**src/rtl/irq_prio_arbiter.sv**
```systemverilog
// irq_prio_arbiter: latches rising request edges from NBUS buses of NCH
// channels into sticky pending bits and presents one winner at a time
// through a valid/ack handshake.
// Optional macro IRQ_PRIO_RR_EN: per-bus round-robin channel search.
// Without it, channel priority is fixed (lowest index wins).
//
// Handshake: irq_valid is high exactly while the FSM is in GRANT.
// irq_bus/irq_chan are stable for as long as irq_valid is high. The
// interrupt is consumed on the rising CK edge where irq_valid and irq_ack
// are both high. irq_ack is ignored while irq_valid is low.
module irq_prio_arbiter #(
  parameter int NBUS = 3,
  parameter int NCH  = 9,
  parameter int CHW  = (NCH > 1) ? $clog2(NCH) : 1
) (
  input  logic                 CK,
  input  logic                 RN,
  input  logic [NBUS*NCH-1:0]  req,
  input  logic [NCH-1:0]       en_mask,
  input  logic                 irq_ack,
  output logic                 irq_valid,
  output logic [NBUS-1:0]      irq_bus,
  output logic [CHW-1:0]       irq_chan,
  output logic [NBUS*NCH-1:0]  pend,
  output logic                 busy
);

  localparam int NB = NBUS * NCH;
  localparam int BW = (NBUS > 1) ? $clog2(NBUS) : 1;

  typedef enum logic [1:0] {
    IDLE  = 2'd0,
    ARB   = 2'd1,
    GRANT = 2'd2
  } state_t;

  state_t         state;
  state_t         state_nxt;
  logic [NB-1:0]  req_q;
  logic [NB-1:0]  rise;
  logic [NB-1:0]  elig;
  logic [NB-1:0]  clr;
  logic           any_elig;
  logic           load_win;
  logic           do_ack;
  logic [BW-1:0]  gnt_bus;
  logic [BW-1:0]  win_bus;
  logic [NBUS-1:0] win_onehot;
  logic [NCH-1:0] bus_elig;
  logic [CHW-1:0] win_chan;

`ifdef IRQ_PRIO_RR_EN
  localparam logic [CHW:0] NCH_W = (CHW+1)'(NCH);
  logic [CHW-1:0] rr [NBUS];
  logic [CHW-1:0] bus_start;
  logic [NCH-1:0] rot;
  logic [CHW-1:0] off;
  logic [CHW:0]   chan_sum;
  logic [CHW:0]   rr_sum;
  logic [CHW-1:0] rr_nxt;
`endif

  assign rise     = req & ~req_q;
  assign elig     = pend & {NBUS{en_mask}};
  assign any_elig = |elig;

  assign irq_valid = (state == GRANT);
  assign busy      = (state != IDLE);

  // Bus selection: lowest-index bus with any eligible channel wins.
  always_comb begin
    win_bus    = '0;
    win_onehot = '0;
    bus_elig   = '0;
`ifdef IRQ_PRIO_RR_EN
    bus_start  = '0;
`endif
    for (int b = NBUS - 1; b >= 0; b--) begin
      if (|elig[b*NCH +: NCH]) begin
        win_bus       = BW'(b);
        win_onehot    = '0;
        win_onehot[b] = 1'b1;
        bus_elig      = elig[b*NCH +: NCH];
`ifdef IRQ_PRIO_RR_EN
        bus_start     = rr[b];
`endif
      end
    end
  end

`ifdef IRQ_PRIO_RR_EN
  // Channel selection: first eligible channel at or after the bus pointer, wrapping.
  always_comb begin
    rot = NCH'({bus_elig, bus_elig} >> bus_start);
    off = '0;
    for (int k = NCH - 1; k >= 0; k--) begin
      if (rot[k]) off = CHW'(k);
    end
    chan_sum = {1'b0, bus_start} + {1'b0, off};
    if (chan_sum >= NCH_W) chan_sum = chan_sum - NCH_W;
    win_chan = chan_sum[CHW-1:0];
  end

  // Pointer advance value: one past the granted channel, modulo NCH.
  always_comb begin
    rr_sum = {1'b0, irq_chan} + (CHW+1)'(1);
    if (rr_sum >= NCH_W) rr_sum = '0;
    rr_nxt = rr_sum[CHW-1:0];
  end

  // Round-robin pointers advance only when a grant is acknowledged.
  always_ff @(posedge CK or negedge RN) begin
    if (!RN) begin
      for (int b = 0; b < NBUS; b++) rr[b] <= '0;
    end else if (do_ack) begin
      rr[gnt_bus] <= rr_nxt;
    end
  end
`else
  // Channel selection: lowest eligible channel index within the winning bus.
  always_comb begin
    win_chan = '0;
    for (int c = NCH - 1; c >= 0; c--) begin
      if (bus_elig[c]) win_chan = CHW'(c);
    end
  end
`endif

  // Next-state logic; the winner is latched only on the ARB->GRANT move.
  always_comb begin
    state_nxt = state;
    load_win  = 1'b0;
    do_ack    = 1'b0;
    case (state)
      IDLE:  if (any_elig) state_nxt = ARB;
      ARB: begin
        if (any_elig) begin
          load_win  = 1'b1;
          state_nxt = GRANT;
        end else begin
          state_nxt = IDLE;
        end
      end
      GRANT: begin
        if (irq_ack) begin
          do_ack    = 1'b1;
          state_nxt = IDLE;
        end
      end
      default: state_nxt = IDLE;
    endcase
  end

  // One-hot clear of the granted pending bit on the acknowledge edge.
  always_comb begin
    clr = '0;
    if (do_ack) begin
      for (int b = 0; b < NBUS; b++) begin
        for (int c = 0; c < NCH; c++) begin
          if (gnt_bus == BW'(b) && irq_chan == CHW'(c)) clr[b*NCH + c] = 1'b1;
        end
      end
    end
  end

  // FSM state register.
  always_ff @(posedge CK or negedge RN) begin
    if (!RN) state <= IDLE;
    else     state <= state_nxt;
  end

  // Edge capture and sticky pending bits; a new edge beats a same-cycle clear.
  always_ff @(posedge CK or negedge RN) begin
    if (!RN) begin
      req_q <= '0;
      pend  <= '0;
    end else begin
      req_q <= req;
      pend  <= (pend & ~clr) | rise;
    end
  end

  // Winner registers, held stable through GRANT.
  always_ff @(posedge CK or negedge RN) begin
    if (!RN) begin
      irq_bus  <= '0;
      irq_chan <= '0;
      gnt_bus  <= '0;
    end else if (load_win) begin
      irq_bus  <= win_onehot;
      irq_chan <= win_chan;
      gnt_bus  <= win_bus;
    end
  end

endmodule

```
**config.mk**
```make
export PLATFORM = sky130hd
export DESIGN_NAME = irq_prio_arbiter
export DESIGN_NICKNAME = d
export VERILOG_FILES = /design/src/rtl/irq_prio_arbiter.sv
export SDC_FILE = /design/constraint.sdc
export NUM_CORES = 1
export LEC_CHECK = 0
export ABC_AREA = 1
export BUFFER_PORTS_ARGS = -buffer_cell sky130_fd_sc_hd__clkbuf_2
export CORE_UTILIZATION = 42
export CTS_CLUSTER_DIAMETER = 80
export DETAILED_ROUTE_END_ITERATION = 6
export GPL_ROUTABILITY_DRIVEN = 0
export PLACE_DENSITY_LB_ADDON = 0.15
export SLEW_MARGIN = 15
export SYNTH_ARGS = -nofsm -noshare
export SYNTH_HDL_FRONTEND = slang
export SYNTH_SLANG_ARGS = --single-unit
```
**constraint.sdc**
```tcl
create_clock -name CK -period 1.5 [get_ports CK]
set_input_delay 0.3 -clock CK [delete_from_list [all_inputs] [get_ports CK]]
set_output_delay 0.3 -clock CK [all_outputs]
set_load 0.03 [all_outputs]
```
# ---- Word-level counts from Yosys, hierarchy flattened
# Index checks and enable logic that the tools add are counted.
dict set report word_totals {
  ram_bits 0
  mem_bits_ro 0
  latch_bits 0
  register_bits 65
  n_memories 0
}
dict set report classes {
  n_reduce_logical 36
  shift 0
  n_div 0
  bitwise 6
  muxes 54
  multipliers 0
  eq_ne 14
  n_lt_le_gt_ge 0
  addsub 0
}
# op n
set ops {}
lappend ops {{27-bit AND} 3}
lappend ops {{27-bit inverter} 2}
lappend ops {{4-bit two-way mux} 9}
lappend ops {{1-bit two-way mux} 31}
lappend ops {{1-bit logical AND} 27}
lappend ops {{27-bit two-way mux} 1}
lappend ops {{9-bit two-way mux} 3}
lappend ops {{27-bit bitwise OR} 1}
lappend ops {{27-bit OR reduction} 1}
lappend ops {{9-bit OR reduction} 3}
lappend ops {{4-bit by 3-bit equality test with 1-bit output (second input constant)} 4}
lappend ops {{2-bit two-way mux} 6}
lappend ops {{3-bit two-way mux} 3}
lappend ops {{4-bit by 2-bit equality test with 1-bit output (second input constant)} 2}
lappend ops {{2-bit one-hot mux with 3 select lines} 1}
lappend ops {{2-bit by 1-bit equality test with 1-bit output (second input constant)} 2}
lappend ops {{2-bit equality test (second input constant)} 2}
lappend ops {{4-bit by 1-bit equality test with 1-bit output (second input constant)} 1}
lappend ops {{4-bit equality test (second input constant)} 1}
lappend ops {{2-bit zero test} 2}
lappend ops {{4-bit zero test} 1}
lappend ops {{2-bit inequality test (second input constant)} 2}
lappend ops {{2-bit AND reduction} 1}
lappend ops {{2-bit nonzero test} 1}

# ---- Depth between registers and ports, before layout
# Gate-level depths: netlist (run 1).
dict set report logic_depth {
  word_depth 14
  mapped_depth 16
  ltp_nobuf 15
}

# ---- Worst setup path after synthesis (run 1)
# Ideal clock, no wire load.
dict set report synth_timing {
  path_type {reg2reg}
  from {register pend[14]}
  to {register irq_chan[2]}
  path_stages_with_launch 13
  setup_slack_ns -0.167
  n_path_buf 0
  synth_period_minus_slack_ns 1.667
  arrival_time_ns 1.538
  cell_sequence {dfrtp_1 -> nand2_1 -> nand2_1 -> nor2_2 -> nand3_4 -> inv_2 -> nand2_1 -> nor2_2 -> nor3_4 -> nand2_2 -> nor2_2 -> nand3b_1 -> o21ai_1}
}
dict set report synth_via {
  elab_chain_cells 12
  word_cells_on_any_way 15
}
# item line_no
set synth_rtl {}
lappend synth_rtl {{from (decl)} 24} ;# output logic [NBUS*NCH-1:0] pend,
lappend synth_rtl {{from (signal assigned)} 179} ;# pend <= (pend & ~clr) | rise;
lappend synth_rtl {{27-bit AND (*)} 64} ;# assign elig = pend & {NBUS{en_mask}};
lappend synth_rtl {{9-bit OR reduction} 79} ;# if (|elig[b*NCH +: NCH]) begin
lappend synth_rtl {{9-bit two-way mux (2 in a row)} 79}
lappend synth_rtl {{4-bit two-way mux (8 in a row)} 124} ;# if (bus_elig[c]) win_chan = CHW'(c);
lappend synth_rtl {{to (signal assigned)} 191} ;# irq_chan <= win_chan;
lappend synth_rtl {{to (decl)} 23} ;# output logic [CHW-1:0] irq_chan,
# Mark *: on every way between the ends. The rest lies on a longest branch, timed or not.
# A chain may end at the register's enable or synchronous reset.

# ---- Final worst setup path (run 1)
dict set report layout_timing {
  from {register pend[7]}
  to {register irq_bus[2]}
}
dict set report layout_via {
  elab_chain_cells 4
  word_cells_on_any_way 6
}
# item line_no
set layout_rtl {}
lappend layout_rtl {{27-bit AND (*)} 64}
lappend layout_rtl {{27-bit OR reduction} 65} ;# assign any_elig = |elig;
lappend layout_rtl {{1-bit two-way mux} 137} ;# if (any_elig) begin
lappend layout_rtl {{1-bit two-way mux} 134} ;# case (state)
lappend layout_rtl {{to (signal assigned)} 190} ;# irq_bus <= win_onehot;
lappend layout_rtl {{to (decl)} 22} ;# output logic [NBUS-1:0] irq_bus,
# Marked as above.

==> qor.txt, run 1 <==
FF-to-FF path depth = 11
peak supply drop = 0.000880 V
grt ovf = 0
final non-filler cell area = 3830 um^2
Die Ht = 81.0 um
Worst Skew = 0.00975 ns
r2r setup slk = -0.15 ns
H-tree depth = 3
placed standard-cell area = 3450 um^2
clock root buffer = clkbuf_8
worst hold endpoint = req_q[1]$_DFF_PN0_
DP Cell Count = 476
Worst EP required = 1.73 ns
Diodes inserted = 0
port buffer count = 74
CTS tree = done
Die W = 81.0 um
Yosys top cell area share = 60.1%
Pleak = 1.88 nW
clock sink total = 63
Top FF cell, synth = dfrtp_1
flops & latches, synth = 63
RR Endpoint = irq_bus[2]$_DFFE_PN0P_
Syn Nets = 326
number of core rows = 28
Synth area leader = dfrtp_1
TritonRoute pass-1 iters = 5
Yosys cell types = 22
final wirelength = 6960 um
pin count of the biggest net entering global routing = 64
top cells by count, synth = dfrtp_1 (63), nand2_1 (63), o21ai_0 (63)
failing checks = setup timing
I/O Pins = 75
Initial Utilization = 44.0%
final non-filler cell total = 503
outcome = finished with violations
vias in the first global route = 2280
ratio of cells with drive above 1 in the final layout = 46.7%
share of synthesized registers carrying an async set or reset = 100%
measured slew at the worst slew-check pin = 0.337 ns
register area share after synthesis = 60.1%
initial antenna violation count = 0
Mean Syn Cell Area = 9.14 um^2
Worst Hold Class = in2reg
vias per cell = 4.86
first-pass GRT wire length = 10900 um
CTS clk-pin slew, worst paths = 0.07 ns
Hold Crit Start = req[1]
cell count after synthesis = 287
Slew Limit Headroom = 77.5%
Max Slew Vio Count = 0
latest clock arrival within the worst-skew pair = 0.34 ns
crit path max fanout = 5
Fmax = 608 MHz
WP data arrival = 1.87 ns
cts bufs inserted = 9
final critical-path required period = 1.65 ns
Yosys Warn Count = 0
nets = 462
Startpoint Class = flop
endpoints failing setup = 8
CP Capture Type = flop
Iter 0 DRT Violations = 147
top cells by area, synth = dfrtp_1 (60%), o21ai_0 (12%), nand2_1 (9.0%), inv_1 (5.9%), nand3_1 (3.1%)
DIE AREA = 6560 um^2
WS Path Type = reg2reg
average wire per standard cell = 13.8 um
Area Overhead vs Synth = 46.2%
Post-Syn Area = 2620 um^2
Tot GR Track Use = 23.3%
number of fill cells = 538
Residual DRC = 0
MaxCap Viol Count = 0
Tcrit/Tclk final = 110%
post-route ant nets = 0
post-layout worst setup margin = -0.145 ns
hpwl dp = 5140 um
Power Density = 1210 nW/um^2
reg2reg start = pend[7]$_DFF_PN0_
final hold vios = 0
number of enable flip-flop cells after synthesis = 0
Core ar. = 5960 um^2
RSZ-0062 raised after global routing = true
hold depth = 1
vias = 2445
clk buf depth = 2
[kinds of logic (layout without fill, tap and decap cells)]
logic type | Yosys count | in the layout | share of synthesized area (%)
buf+inv | 45 | 185 | 6.73
simple gates | 106 | 107 | 18.8
compound gates | 73 | 73 | 14.4
flops | 63 | 63 | 60.1
[registers in the layout, indices dropped and copies added (netlist names)]
signal / count
state: 2
req_q: 27
irq_bus: 3
irq_chan: 4
pend: 27
[where the power goes]
part           leakage (nW)  internal (W)  total [W]  switching, W
Combinational          1.12      0.000426    0.00122      0.000794
Clock                 0.100      0.000805    0.00144      0.000633
Sequential            0.664       0.00185    0.00197      0.000126
[worst max-delay path: stages (launching register included)]
cell and delay, ns:
dfrtp_2 0.43, nand2_2 0.08, nand2_1 0.06, nor2_1 0.12, nand2_2 0.11, nor2_4 0.17
nand2_2 0.09, nor2_4 0.12, nor3_4 0.08, buf_6 0.13, nand4_1 0.07, o21ai_1 0.07
[stage by stage]
step                      util, %  power [W]  setup slack, ns  setup TNS (ns)  hold slack [ns]
final                        64.4    0.00463           -0.145          -0.759           0.0712
after global routing         64.4    0.00487           -0.284           -1.85           0.0558
after CTS                    63.3    0.00461           -0.143          -0.808           0.0586
after detailed placement     57.9    0.00312           -0.218           -1.23            0.336
after global placement       57.9    0.00310           -0.177          -0.968            0.341
after floorplan                 -    0.00261          -0.0536          -0.142          0.00441
[worst max path at each step]
stage	to	slack, ns	depth (start not counted)	startpoint
2_1_floorplan	irq_chan[0]$_DFFE_PN0P_	-0.05	16	pend[3]$_DFF_PN0_
3_3_place_gp	irq_chan[3]$_DFFE_PN0P_	-0.18	13	en_mask[6]
3_5_place_dp	irq_chan[3]$_DFFE_PN0P_	-0.22	12	en_mask[2]
4_1_cts	irq_chan[0]$_DFFE_PN0P_	-0.14	15	pend[7]$_DFF_PN0_
5_1_grt	irq_chan[2]$_DFFE_PN0P_	-0.28	11	pend[1]$_DFF_PN0_
6_report	irq_bus[2]$_DFFE_PN0P_	-0.15	11	pend[7]$_DFF_PN0_
[layout make-up]
cell class                 instances  area (um^2)  share of cell area (%)
clock inverter                     4         45.0                    1.17
sequential                        63         1600                    41.7
inverter                          44          165                    4.31
multi-input combinational        180         1010                    26.4
timing repair buffer             125          776                    20.2
clock buffer                      12          145                    3.78
tap                               75         93.8                    2.45
[layer usage]
metal | vias up | track usage (%) | share of wire (%)
met1 | 1147 | 30.6 | 45
met4 | 0 | 10.2 | 1.6
met3 | 10 | 5.96 | 4.8
met5 | - | 0 | 0
li1 | 1215 | - | -
met2 | 73 | 36.2 | 49
[layout by cell type, fill, tap and decap left out, types with 2 or more instances in the layout]
cell type,count
clkbuf_2,71
o21ai_0,54
buf_4,47
nand2_1,46
dfrtp_1,45
inv_1,39
dfrtp_2,18
nand2_2,17
nand3_1,13
o21ai_1,10
clkbuf_8,10
nor2_1,6
inv_2,5
nor2_4,5
nand4_1,5
nor2_2,4
nand3_2,4
clkinv_2,3
buf_2,3
nor3_4,2
o21ai_2,2
a21boi_4,2
a21oi_1,2
a21boi_1,2
clkbuf_1,2
buf_6,2
[what timing repair did]
| action | CTS | global route |
|---|---|---|
| endpoints found under the setup margin | 9 | 13 |
| pin swaps | 10 | 14 |
| hold endpoints to repair | 63 | 0 |
| gates resized for setup | 20 | 25 |
| setup buffers | 9 | 1 |
| gates cloned | 1 | 0 |
| hold buffers | 1 | 0 |
Power figures use the tool's default switching activity.
==> run 2, diff against run 1 <==
- PLACE_DENSITY_LB_ADDON: 0.15 -> 0.3
==> run 2 against run 1 <==
The flow still finishes with violations (setup timing). Die area stayed put. First-iteration DRC count rose by 26%. Sequential power about the same. Critical path depth grew 1. Maximum frequency is 3.0% lower. Cell area up 0.16%. Flip-flop and latch count is the same. Worst setup slack got worse by 0.051 ns. Core utilization rose by 0.10 points. Via count decreased by 0.16%. Critical endpoint is now irq_chan[2]$_DFFE_PN0P_.
==> qor.txt, run 2 (synthesis results as in run 1) <==
measured slew at the worst slew-check pin = 0.323 ns
Max Slew Vio Count = 0
CP Capture Type = flop
latest clock arrival within the worst-skew pair = 0.34 ns
final critical-path required period = 1.70 ns
ratio of cells with drive above 1 in the final layout = 47.4%
Crit path top cell by count = nand2_2
first-pass GRT wire length = 10800 um
WP data arrival = 1.96 ns
Worst Hold Class = in2reg
cts bufs inserted = 9
Pleak = 1.86 nW
Startpoint Class = flop
Residual DRC = 0
nets = 460
final setup TNS = -0.874 ns
clock root buffer = clkbuf_8
WS Path Type = reg2reg
initial antenna violation count = 0
Tot GR Track Use = 22.9%
Area Overhead vs Synth = 46.5%
largest registers = pend: 27 flops, req_q: 27 flops, irq_chan: 4 flops
DIE AREA = 6560 um^2
average wire per standard cell = 14.0 um
peak supply drop = 0.000939 V
CTS clk-pin slew, worst paths = 0.07 ns
Core ar. = 5960 um^2
total power = 0.00487 W
endpoints failing setup = 8
WP buf/inv = 1
post-route ant nets = 0
commonest non-fill, non-tap cells in the layout = clkbuf_2 (72), o21ai_0 (59), buf_4 (47)
crit path max fanout = 8
Worst EP required = 1.76 ns
MaxCap Viol Count = 0
port buffer count = 74
FF-to-FF path depth = 12
vias in the first global route = 2363
reg2reg start = pend[16]$_DFF_PN0_
pin count of the biggest net entering global routing = 64
H-tree depth = 3
vias per cell = 4.87
Worst Skew = 0.00924 ns
crit path max-delay cell type = dfrtp_2
grt ovf = 0
clock sink total = 63
outcome = finished with violations
Die W = 81.0 um
TritonRoute pass-1 iters = 4
Initial Utilization = 44.0%
worst hold endpoint = req_q[16]$_DFF_PN0_
Iter 0 DRT Violations = 185
CTS tree = done
critical path's top delay family = simple AND/OR/NAND/NOR gates
hold depth = 1
Power Density = 1270 nW/um^2
Slew Limit Headroom = 78.3%
failing checks = setup timing
hpwl dp = 5140 um
Fmax = 590 MHz
final hold vios = 0
Tcrit/Tclk final = 113%
RSZ-0062 raised after global routing = true
commonest non-fill, non-tap cell in the layout = clkbuf_2
post-layout worst setup margin = -0.196 ns
number of core rows = 28
clk buf depth = 2
r2r setup slk = -0.20 ns
slowest stage delay, CP = 0.38 ns
I/O Pins = 75
Hold Crit Start = req[16]
Diodes inserted = 0
RR Endpoint = irq_chan[2]$_DFFE_PN0P_
Die Ht = 81.0 um
final wirelength = 7010 um
vias = 2441
worst-path cell chain = nand2_2 -> nand2_2 -> nor2_4 -> nand3_4 -> inv_2 -> nand2_2 -> nor2_4 -> nor3_4 -> nand2_2 -> nor2_2 -> nand3b_1 -> o21ai_1
## run 2: cell count changes in the layout (fill, tap and decap cells not counted), moves of 3 or more
cell / before / now
nand2_1: 46 / 40
o21ai_1: 10 / 4
nand2_2: 17 / 23
clkbuf_8: 10 / 13
o21ai_0: 54 / 59
clkinv_2: 3 / 0
buf_2: 3 / 0
## run 2: how the worst max path moves through the flow
stage	from	endpoint	slack, ns	cells past startpoint
3_5_place_dp	en_mask[8]	irq_chan[2]$_DFFE_PN0P_	-0.23	12
4_1_cts	pend[6]$_DFF_PN0_	irq_chan[3]$_DFFE_PN0P_	-0.13	12
2_1_floorplan	pend[3]$_DFF_PN0_	irq_chan[0]$_DFFE_PN0P_	-0.05	16
6_report	pend[16]$_DFF_PN0_	irq_chan[2]$_DFFE_PN0P_	-0.20	12
3_3_place_gp	en_mask[7]	irq_chan[1]$_DFFE_PN0P_	-0.16	11
5_1_grt	pend[25]$_DFF_PN0_	irq_chan[2]$_DFFE_PN0P_	-0.28	10
## run 2: final cells by class
type / instances / area [um^2]
inverters: 44 / 168
well taps: 75 / 93.8
multi-input cells: 179 / 991
fillers: 514 / 2110
flip-flops and latches: 63 / 1600
clock inverters: 2 / 37.5
clock buffers: 14 / 173
repair buffers: 124 / 779
## run 2: repair_timing
item	CTS	global route
hold endpoints to repair	63	0
setup endpoints to repair	10	33
pin swaps	2	6
buffers inserted	5	4
resized for setup	20	24
hold buffers	1	0
## run 2: power breakdown
part           internal (W)  switching (W)
Clock              0.000905       0.000633
Combinational      0.000535       0.000861
Sequential          0.00185      0.0000920
Total               0.00329        0.00159
## run 2: routing by layer
| layer | vias up | global-route usage [%] | share of wire [%] |
|---|---|---|---|
| met4 | 0 | 11.6 | 2.6 |
| met5 | - | 0 | 0 |
| met1 | 1135 | 28.6 | 42 |
| li1 | 1211 | - | - |
| met3 | 18 | 6.97 | 6.5 |
| met2 | 77 | 35.8 | 49 |
## run 2: metrics by stage
stage                     util, %  hold slack, ns  setup WS [ns]  std cells  area (um^2)
after global placement       57.8           0.340         -0.165        475         3440
after floorplan                 -         0.00441        -0.0536        287         2680
after global routing         64.5          0.0628         -0.283        501         3840
final                        64.5          0.0725         -0.196        501         3840
after CTS                    63.0          0.0605         -0.127        497         3750
after detailed placement     57.8           0.338         -0.229        475         3440
==> run 3, diff against run 2 <==
--- a/constraint.sdc
+++ b/constraint.sdc
@@ -3,2 +3,2 @@
 set_output_delay 0.3 -clock CK [all_outputs]
-set_load 0.03 [all_outputs]
+set_load 0.02 [all_outputs]
==> run 3 against run 2 <==
The run still ends with setup timing left. Non-clock buffer count fell by 3. First-iteration DRC count fell by 7.6%. Clock skew rose by 0.0019 ns. Global-route usage rose by 0.31 points. Register-to-register slack got worse by 0.05 ns.
==> qor.txt, run 3 (synthesis results as in run 1) <==
outcome = finished with violations
failing checks = setup timing
clk buf depth = 2
first-pass GRT wire length = 10900 um
Initial Utilization = 44.0%
DP Cell Count = 476
H-tree depth = 3
clock root buffer = clkbuf_8
commonest non-fill, non-tap cells in the layout = clkbuf_2 (72), o21ai_0 (59), dfrtp_1 (47)
CTS clk-pin slew, worst paths = 0.07 ns
final setup TNS = -1.45 ns
measured slew at the worst slew-check pin = 0.329 ns
pin count of the biggest net entering global routing = 64
Power Density = 1200 nW/um^2
cts bufs inserted = 9
Iter 0 DRT Violations = 171
Max Slew Vio Count = 0
initial antenna violation count = 0
clock sink total = 63
hold depth = 1
crit path max fanout = 8
RSZ-0062 raised after global routing = true
final wirelength = 6930 um
vias per cell = 4.97
Area Overhead vs Synth = 44.8%
Die Ht = 81.0 um
dpl ws = -0.219 ns
grt ovf = 0
largest registers = pend: 27 flops, req_q: 27 flops, irq_chan: 4 flops
post-layout worst setup margin = -0.247 ns
final critical-path required period = 1.75 ns
Pleak = 1.84 nW
WP buf/inv = 1
r2r setup slk = -0.25 ns
critical path's top delay family = simple AND/OR/NAND/NOR gates
Residual DRC = 0
latest clock arrival within the worst-skew pair = 0.35 ns
WP data arrival = 1.98 ns
hpwl dp = 5200 um
peak supply drop = 0.000832 V
CTS tree = done
number of fill cells = 531
Slew Limit Headroom = 78.0%
Crit path top cell by count = nand2_2
I/O Pins = 75
Worst Skew = 0.0111 ns
number of core rows = 28
Hold Crit Start = req[21]
ratio of cells with drive above 1 in the final layout = 47.0%
average wire per standard cell = 13.9 um
Diodes inserted = 0
final non-filler cell total = 498
vias = 2477
Core ar. = 5960 um^2
Tot GR Track Use = 23.2%
Worst EP required = 1.73 ns
FF-to-FF path depth = 12
DIE AREA = 6560 um^2
post-route ant nets = 0
reg2reg start = pend[6]$_DFF_PN0_
final hold vios = 0
nets = 457
Final Core Density = 63.8%
worst-path cell chain = nand2_2 -> nand2_2 -> nor2_2 -> nand2_2 -> nor2_4 -> nand2_2 -> nor2_4 -> nor3_4 -> nand2_2 -> inv_1 -> nand4_1 -> nand2_1
Fmax = 572 MHz
commonest non-fill, non-tap cell in the layout = clkbuf_2
vias in the first global route = 2414
endpoints failing setup = 9
CP Capture Type = flop
worst hold endpoint = req_q[21]$_DFF_PN0_
WS Path Type = reg2reg
total power = 0.00456 W
crit path max-delay cell type = dfrtp_2
RR Endpoint = irq_chan[3]$_DFFE_PN0P_
MaxCap Viol Count = 0
Startpoint Class = flop
port buffer count = 74
Worst Hold Class = in2reg
slowest stage delay, CP = 0.42 ns
Die W = 81.0 um
Tcrit/Tclk final = 116%
TritonRoute pass-1 iters = 4
==> run 3: changes by cell type in the layout (fill, tap and decap cells not counted), moves of 3 or more <==
cell,before,now
buf_6,2,6
buf_4,47,41
clkbuf_8,13,10
nor2_2,2,6
nor2_1,7,3
==> run 3: stage by stage <==
| step | hold WS (ns) | cell area [um^2] |
|---|---|---|
| final | 0.0713 | 3800 |
| after global placement | 0.339 | 3450 |
| after detailed placement | 0.337 | 3450 |
| after floorplan | 0.00441 | 2680 |
| after CTS | 0.0574 | 3690 |
| after global routing | 0.0575 | 3800 |
==> run 3: what timing repair did <==
action	CTS	global route
gates resized for setup	17	29
hold buffers	1	0
pin swaps	5	5
endpoints found under the setup margin	11	17
cloned	0	0
setup buffers	2	3
hold endpoints to repair	63	0
==> run 3: worst max-delay path by stage <==
stage	end	depth (start not counted)	startpoint	slack, ns
floorplan	irq_chan[2]$_DFFE_PN0P_	12	pend[10]$_DFF_PN0_	-0.04
global placement	irq_chan[3]$_DFFE_PN0P_	13	en_mask[8]	-0.13
detailed placement	irq_chan[3]$_DFFE_PN0P_	13	en_mask[2]	-0.22
CTS	irq_chan[3]$_DFFE_PN0P_	12	pend[2]$_DFF_PN0_	-0.20
global route	irq_chan[0]$_DFFE_PN0P_	15	pend[6]$_DFF_PN0_	-0.35
finish	irq_chan[3]$_DFFE_PN0P_	12	pend[6]$_DFF_PN0_	-0.25
==> run 3: power breakdown <==
group	switching (W)	internal [W]	total, W
Sequential	0.000116	0.00185	0.00196
Clock	0.000639	0.000640	0.00128
Combinational	0.000787	0.000530	0.00132
==> run 3: area by class of cell <==
class,instances,area [um^2],share of cell area (%)
Inverter,44,168,4.42
Tap cell,75,93.8,2.47
Timing Repair Buffer,121,766,20.2
Sequential cell,63,1600,42.0
Multi-Input combinational cell,179,998,26.3
Clock buffer,11,141,3.72
Clock inverter,5,33.8,0.890
==> run 3: per-layer routing <==
| metal | up-vias | track usage [%] | share of wire (%) |
|---|---|---|---|
| li1 | 1205 | - | - |
| met1 | 1179 | 28.4 | 42 |
| met2 | 79 | 37.5 | 49 |
| met3 | 14 | 6.63 | 5.9 |
| met4 | 0 | 11.3 | 2.5 |
| met5 | - | 0 | 0 |
==> run 3: worst register-to-register path, delay by kind of cell (launching register included) <==
kind / cells / cell delay [ns]
buffers and inverters: 1 / 0.05
DFF: 1 / 0.42
and+or+nand+nor: 11 / 1.16
